**src/rtl/audio_pkg.sv**
```systemverilog
// Shared definitions for the codec audio path.
//   - mode encodings for i2s_stream_port.mode (2'b11 behaves as mute)
//   - serial-port run state
//   - params_ok(): legality of an i2s_stream_port parameter set
package audio_pkg;

    localparam logic [1:0] MODE_TX   = 2'b00;
    localparam logic [1:0] MODE_LOOP = 2'b01;
    localparam logic [1:0] MODE_MUTE = 2'b10;

    typedef enum logic {
        ST_IDLE = 1'b0,
        ST_RUN  = 1'b1
    } port_state_e;

    // Sample must fit in a slot with one leading BCLK for the Philips delay;
    // the FIFO relies on natural pointer wrap, hence a power-of-two depth.
    function automatic bit params_ok(int sample_w, int slot_w, int bclk_div, int fifo_depth);
        return (sample_w >= 8) && (sample_w <= 32) &&
               (slot_w >= sample_w + 1) &&
               (bclk_div >= 2) &&
               (fifo_depth >= 2) && ((fifo_depth & (fifo_depth - 1)) == 0);
    endfunction

endpackage

```
**src/rtl/audio_sample_fifo.sv**
```systemverilog
// Synchronous FIFO for TX sample pairs.
//   clk, reset (async, active low)
//   push/din  : write when not full (push on full is ignored)
//   pop/dout  : dout shows the head word; pop when not empty advances it
//   full/empty: registered flags, valid the cycle after the causing push/pop
module audio_sample_fifo #(
    parameter int WIDTH = 32,
    parameter int DEPTH = 4
) (
    input  logic             clk,
    input  logic             reset,
    input  logic             push,
    input  logic [WIDTH-1:0] din,
    input  logic             pop,
    output logic [WIDTH-1:0] dout,
    output logic             full,
    output logic             empty
);

    localparam int AW = $clog2(DEPTH);

    logic [WIDTH-1:0] mem [DEPTH];
    logic [AW-1:0]    wr_ptr_q, rd_ptr_q;
    logic [AW:0]      cnt_q, cnt_d;
    logic             full_q, empty_q;
    logic             push_ok, pop_ok;

    assign push_ok = push && !full_q;
    assign pop_ok  = pop && !empty_q;
    assign cnt_d   = cnt_q + (AW+1)'(push_ok) - (AW+1)'(pop_ok);

    always_ff @(posedge clk or negedge reset) begin
        if (!reset) begin
            wr_ptr_q <= '0;
            rd_ptr_q <= '0;
            cnt_q    <= '0;
            full_q   <= 1'b0;
            empty_q  <= 1'b1;
        end else begin
            if (push_ok) wr_ptr_q <= wr_ptr_q + AW'(1);
            if (pop_ok)  rd_ptr_q <= rd_ptr_q + AW'(1);
            cnt_q   <= cnt_d;
            full_q  <= (cnt_d == (AW+1)'(DEPTH));
            empty_q <= (cnt_d == '0);
        end
    end

    // Storage needs no reset: empty_q guards every read.
    always_ff @(posedge clk) begin
        if (push_ok) mem[wr_ptr_q] <= din;
    end

    assign dout  = mem[rd_ptr_q];
    assign full  = full_q;
    assign empty = empty_q;

endmodule

```
**src/rtl/i2s_stream_port.sv**
```systemverilog
// Parametrised I2S master (Philips format) for the codec path.
//   clk, reset (async, active low), enable (low = idle, pins held at 0)
//   mode           : 00 TX from FIFO, 01 loopback of last captured pair, 1x mute
//   tx_data/valid  : {left, right} pair into the TX FIFO; tx_ready = FIFO not full
//   rx_data/valid  : last captured {left, right}; rx_valid is a one-clk strobe
//   underrun       : sticky, TX frame started with an empty FIFO; clear_underrun clears
//   BCLK, DAC_LR_CLK, ADC_LR_CLK, DAC_DATA : codec pins, all registered
//   ADC_DATA       : serial capture input, sampled on BCLK rise
module i2s_stream_port
    import audio_pkg::*;
#(
    parameter int SAMPLE_W   = 16,
    parameter int SLOT_W     = 32,
    parameter int BCLK_DIV   = 4,
    parameter int FIFO_DEPTH = 4
) (
    input  logic                  clk,
    input  logic                  reset,
    input  logic                  enable,
    input  logic [1:0]            mode,
    input  logic [2*SAMPLE_W-1:0] tx_data,
    input  logic                  tx_valid,
    output logic                  tx_ready,
    output logic [2*SAMPLE_W-1:0] rx_data,
    output logic                  rx_valid,
    output logic                  underrun,
    input  logic                  clear_underrun,
    output logic                  BCLK,
    output logic                  DAC_LR_CLK,
    output logic                  ADC_LR_CLK,
    output logic                  DAC_DATA,
    input  logic                  ADC_DATA
);

    localparam int PAIR_W = 2 * SAMPLE_W;
    localparam int DIV_W  = $clog2(BCLK_DIV);
    localparam int B_W    = $clog2(2 * SLOT_W);

    if (!params_ok(SAMPLE_W, SLOT_W, BCLK_DIV, FIFO_DEPTH)) begin : g_param_check
        $error("i2s_stream_port: illegal parameter set");
    end

    port_state_e       state_q, state_d;
    logic [DIV_W-1:0]  div_q;
    logic [B_W-1:0]    b_q;
    logic              bclk_q, lr_q, dac_q;
    logic [PAIR_W-1:0] tx_sh_q;
    logic [PAIR_W-2:0] cap_q;
    logic [PAIR_W-1:0] rx_data_q;
    logic              rx_valid_q, underrun_q;

    logic              div_tc, running, rise, fall, b_last, frame_start;
    logic [B_W-1:0]    b_next, k_cur, k_nxt;
    logic              slot_cur, slot_nxt, data_cur, data_nxt;
    logic [PAIR_W-1:0] load_val;
    logic              fifo_pop, fifo_full, fifo_empty, set_ur;
    logic [PAIR_W-1:0] fifo_dout;

    audio_sample_fifo #(
        .WIDTH (PAIR_W),
        .DEPTH (FIFO_DEPTH)
    ) u_fifo (
        .clk   (clk),
        .reset (reset),
        .push  (tx_valid && !fifo_full),
        .din   (tx_data),
        .pop   (fifo_pop),
        .dout  (fifo_dout),
        .full  (fifo_full),
        .empty (fifo_empty)
    );

    always_ff @(posedge clk or negedge reset) begin
        if (!reset) state_q <= ST_IDLE;
        else        state_q <= state_d;
    end

    always_comb begin
        state_d = state_q;
        if (enable) state_d = ST_RUN;
        else        state_d = ST_IDLE;
    end

    // Divider events and bit/slot bookkeeping. slot = 1 means right channel.
    always_comb begin
        running  = (state_q == ST_RUN) && enable;
        div_tc   = (div_q == DIV_W'(BCLK_DIV - 1));
        rise     = running && div_tc && !bclk_q;
        fall     = running && div_tc && bclk_q;
        b_last   = (b_q == B_W'(2 * SLOT_W - 1));
        b_next   = b_last ? '0 : b_q + B_W'(1);
        slot_cur = (b_q >= B_W'(SLOT_W));
        k_cur    = slot_cur ? b_q - B_W'(SLOT_W) : b_q;
        slot_nxt = (b_next >= B_W'(SLOT_W));
        k_nxt    = slot_nxt ? b_next - B_W'(SLOT_W) : b_next;
        data_cur = (k_cur != '0) && (k_cur <= B_W'(SAMPLE_W));
        data_nxt = (k_nxt != '0) && (k_nxt <= B_W'(SAMPLE_W));
        // The first enabled clk after idle also counts as a frame start.
        frame_start = (enable && (state_q == ST_IDLE)) || (fall && b_last);
    end

    // Frame-start source select; mode is only looked at here, so a mid-frame
    // mode change waits for the next frame.
    always_comb begin
        load_val = '0;
        fifo_pop = 1'b0;
        set_ur   = 1'b0;
        if (frame_start) begin
            case (mode)
                MODE_TX: begin
                    if (!fifo_empty) begin
                        load_val = fifo_dout;
                        fifo_pop = 1'b1;
                    end else begin
                        set_ur = 1'b1;
                    end
                end
                MODE_LOOP: load_val = rx_data_q;
                default:   load_val = '0;
            endcase
        end
    end

    always_ff @(posedge clk or negedge reset) begin
        if (!reset) begin
            div_q      <= '0;
            b_q        <= '0;
            bclk_q     <= 1'b0;
            lr_q       <= 1'b0;
            dac_q      <= 1'b0;
            tx_sh_q    <= '0;
            cap_q      <= '0;
            rx_data_q  <= '0;
            rx_valid_q <= 1'b0;
        end else begin
            rx_valid_q <= 1'b0;
            if (!enable) begin
                div_q  <= '0;
                b_q    <= '0;
                bclk_q <= 1'b0;
                lr_q   <= 1'b0;
                dac_q  <= 1'b0;
                cap_q  <= '0;
            end else if (state_q == ST_IDLE) begin
                // Divider holds at 0 this clk so the first rise lands BCLK_DIV clk later.
                tx_sh_q <= load_val;
            end else begin
                div_q <= div_tc ? '0 : div_q + DIV_W'(1);
                if (div_tc) bclk_q <= ~bclk_q;

                // Left bits shift in first, so after the last right bit the
                // register plus the incoming bit is exactly {left, right}.
                if (rise && data_cur) begin
                    cap_q <= {cap_q[PAIR_W-3:0], ADC_DATA};
                    if (slot_cur && (k_cur == B_W'(SAMPLE_W))) begin
                        rx_data_q  <= {cap_q, ADC_DATA};
                        rx_valid_q <= 1'b1;
                    end
                end

                // Same trick on TX: left MSB-first, then right MSB-first out of one register.
                if (fall) begin
                    b_q  <= b_next;
                    lr_q <= slot_nxt;
                    if (data_nxt) begin
                        dac_q   <= tx_sh_q[PAIR_W-1];
                        tx_sh_q <= {tx_sh_q[PAIR_W-2:0], 1'b0};
                    end else begin
                        dac_q <= 1'b0;
                    end
                    if (frame_start) tx_sh_q <= load_val;
                end
            end
        end
    end

    always_ff @(posedge clk or negedge reset) begin
        if (!reset)              underrun_q <= 1'b0;
        else if (set_ur)         underrun_q <= 1'b1;
        else if (clear_underrun) underrun_q <= 1'b0;
    end

    assign tx_ready   = ~fifo_full;
    assign rx_data    = rx_data_q;
    assign rx_valid   = rx_valid_q;
    assign underrun   = underrun_q;
    assign BCLK       = bclk_q;
    assign DAC_LR_CLK = lr_q;
    assign ADC_LR_CLK = lr_q;
    assign DAC_DATA   = dac_q;

endmodule

```
**config.mk**
```make
export PLATFORM = sky130hd
export DESIGN_NAME = i2s_stream_port
export DESIGN_NICKNAME = d
export VERILOG_FILES = /design/src/rtl/audio_pkg.sv /design/src/rtl/audio_sample_fifo.sv /design/src/rtl/i2s_stream_port.sv
export SDC_FILE = /design/constraint.sdc
export NUM_CORES = 1
export LEC_CHECK = 0
export ABC_CLOCK_PERIOD_IN_PS = 4550
export CAP_MARGIN = 20
export CORE_MARGIN = 10
export CORE_UTILIZATION = 51
export CTS_CLUSTER_SIZE = 14
export DETAILED_ROUTE_END_ITERATION = 6
export PLACE_DENSITY = 0.71
export SYNTH_ARGS = -nofsm -noshare
export SYNTH_HDL_FRONTEND = slang
export SYNTH_SLANG_ARGS = --single-unit
```
**constraint.sdc**
```tcl
create_clock -name clk -period 4.55 [get_ports clk]
set_clock_uncertainty 0.05 [all_clocks]
set_input_delay 0.91 -clock clk [delete_from_list [all_inputs] [get_ports clk]]
set_output_delay 0.91 -clock clk [all_outputs]
set_load 0.05 [all_outputs]
```
==> reports/results.ini <==
[detailed_routing]
wl_per_cell_um = 20.25
drtPass1Iterations = 4
via_per_inst = 5.569
vias = 5976
remaining_drc_errors = 0
routed_wl_um = 21730
drtIter0Drc = 331
ant_nets = 0

[global_routing]
antenna_found_initial = 0
grt_pass1_wl_um = 35030
grt_util_all_layers = 0.1664
grt_max_degree = 76
grt_overflow = 0
first_global_vias = 6283

[synthesis]
netlist.area_leader.share = 0.3774
synth_edf_count = 128
synthTopCellsByArea = edfxtp_1, dfrtp_1, mux2_2
synth_cell_types = 43
synth_area_leader_cell = edfxtp_1
ys_ff_latch = 246
synth_nets = 762
yosysSeqAreaShare = 0.6675
ys_warn_count = 0
synthFlopType = edfxtp_1
avgSynthCellArea_um2 = 14.30
synth-async-reset-ratio = 0.4797
synth_cells = 712
netlist_area_mm2 = 0.01018

[clocking]
root_buffer = clkbuf_16
cts_buffers = 26
clockBufferDepth = 3
post_cts_buffers = 0
clk_latency_ns = 0.53
cts.sinks = 246
postCtsHoldBufs = 0
clk_pin_slew_ns = 0.06
ctsResizeCount = 0
cts_tree = yes
h-tree-depth = 1

[worst_setup_path]
end_kind = register
path_buf_inv = 2
arrival_ns = 3.55
cp.required_ns = 4.94
critPathSlowestCell = clkdlybuf4s50_1
worst-path-max-fanout = 24
critical_path_class = input pin to register
startpoint_type = input pin
slowest_delay_ns = 0.81
cp_top_family = adder cells
worst_path_most_repeated_cell = ha_1
critical_path.cell_chain = clkdlybuf4s50_1 -> and4b_1 -> ha_1 -> inv_1 -> ha_1 -> fa_1 -> xnor2_1 -> nor3b_1

[timing]
period_share = 0.6941
max_freq_mhz = 316.6
min_period_ns = 3.158
tightest_slew_ns = 1.130
setup_tns_ns = 0
relSlewSlack = 0.2465
hold_violations = 0
grt_setup_unrepaired = no
setup_viol = 0
drv_slew = 0

[cells_and_area]
fin_area_mm2 = 0.01224
syn2layout_area_growth_pct = 20.22
final_net_count = 838
drive_above_1_share = 0.1646
n_fill_cell = 1475
diodes = 0

[run]
cap_viol_max_count = 0

[pwr]
power.leakage_uw = 0.005022
powerDensity_mw_per_mm2 = 512.1
vdd_drop_max_v = 0.0002972

[placement]
portBuffers = 78
routabilityCongestion = 0.7930
dpl.hpwl_um = 13900
place_area_mm2 = 0.01114

[outcome]
status = finished, final reports clean

[die]
die_width_um = 161.3
die_area_mm2 = 0.02602
start_util = 0.5215
fp.dieH_um = 161.3
core_mm2 = 0.01953
io_pins = 79
row_count = 51

[worst_hold_path]
hold_path_class = register to register

cells in the final DEF (no fill, tap or decap), drive strengths merged, types with 2 or more instances in the layout:
| cell | instances |
|---|---|
| xor2 | 2 |
| bufinv | 10 |
| nand4 | 4 |
| clkbuf | 32 |
| o21a | 2 |
| mux2 | 63 |
| dfrtp | 117 |
| buf | 19 |
| and3 | 2 |
| o2bb2ai | 31 |
| edfxtp | 128 |
| inv | 12 |
| clkinv | 5 |
| clkdlybuf4s50 | 77 |
| nor2 | 3 |
| nand3b | 2 |
| ha | 9 |
| nor2b | 4 |
| o22ai | 32 |
| a21oi | 31 |
| a21boi | 5 |
| o21ai | 3 |
| mux2i | 64 |
| nand2 | 78 |
| and2 | 8 |
| nand3 | 37 |
| nor3b | 4 |
| xnor2 | 9 |
power by group:
part / internal (uW) / switching, uW
combinational: 416 / 446
sequential: 2650 / 231
clock: 1680 / 848
cells in the mapped netlist (all sizes together) (5+ instances only):
| master | count |
|---|---|
| clkbuf | 11 |
| a21boi | 5 |
| nand2 | 78 |
| ha | 9 |
| o2bb2ai | 31 |
| mux2i | 64 |
| o22ai | 32 |
| dfrtp | 117 |
| a21oi | 31 |
| xnor2 | 9 |
| and2 | 8 |
| buf | 37 |
| inv | 12 |
| nand3 | 37 |
| edfxtp | 128 |
| mux2 | 63 |
flip-flops by register name (all words and copies together), names as in the netlist, 2 cells and up:
| name | count |
|---|---|
| b_q | 6 |
| cap_q | 31 |
| div_q | 2 |
| rx_data | 32 |
| tx_sh_q | 32 |
| u_fifo.cnt_q | 3 |
| u_fifo.mem | 128 |
| u_fifo.rd_ptr_q | 2 |
| u_fifo.wr_ptr_q | 2 |
metrics by stage:
stage               std cells  total power (uW)  hold slack, ns  utilization  worst slack, ns
finish                   1073              6270          0.4493       0.6270            1.392
global route             1073              6527          0.4717       0.6270            1.190
CTS                      1071              6310          0.4521       0.6242            1.365
detailed placement       1023              3780          0.4356       0.5707           0.8220
global placement         1023              3727          0.4245       0.5707           0.9438
floorplan                 712              3483          0.4060            -            1.832
worst reg2reg max path: cells and delay by family, from the launching register on:
| kind | cells | cell delay, ns |
|---|---|---|
| fa+ha+maj | 4 | 1.03 |
| buf+inv | 1 | 0.04 |
| simple gates | 3 | 0.67 |
| compound gates | 1 | 0.47 |
| xor+xnor | 1 | 0.24 |
| flops | 1 | 0.42 |
cell type report:
class	instances	area, um^2	area share
inverter	12	45.04	0.003679
sequential	246	6802	0.5555
multi-input combinational	406	3054	0.2495
clock buffer	32	714.4	0.05835
timing repair buffer	96	965.9	0.07890
clock inverter	16	330.3	0.02698
tap	265	331.6	0.02708
cell families (layout without fill, tap and decap cells):
kind of cell | after synthesis | count (layout) | share of synthesized area
compound gates | 109 | 109 | 0.07397
xor+xnor | 11 | 11 | 0.009461
fa+ha+maj | 10 | 10 | 0.01302
buf+inv | 60 | 156 | 0.03280
flops | 246 | 246 | 0.6675
mux | 128 | 128 | 0.1348
simple gates | 148 | 148 | 0.06844
per-layer routing:
layer,GRT usage,wire length [um],vias to the layer above
met5,0,0,-
met4,0.04218,386,0
met3,0.03482,1248,26
met2,0.2705,10360,147
met1,0.2235,9740,3018
li1,-,-,2785
final timing paths:
check / start / to / slack, ns / depth (start not counted)
max: enable / u_fifo.full / 1.39 / 8
min: cap_q[11] / cap_q[12] / 0.45 / 2
max reg2reg: b_q[1] / u_fifo.full / 1.55 / 10
min reg2reg: cap_q[11] / cap_q[12] / 0.45 / 2
max in group asynchronous: reset / tx_sh_q[21] / 3.08 / 2
min in group asynchronous: reset / u_fifo.cnt_q[0] / 0.49 / 1
Note: power is estimated with default switching activity, not from simulation.
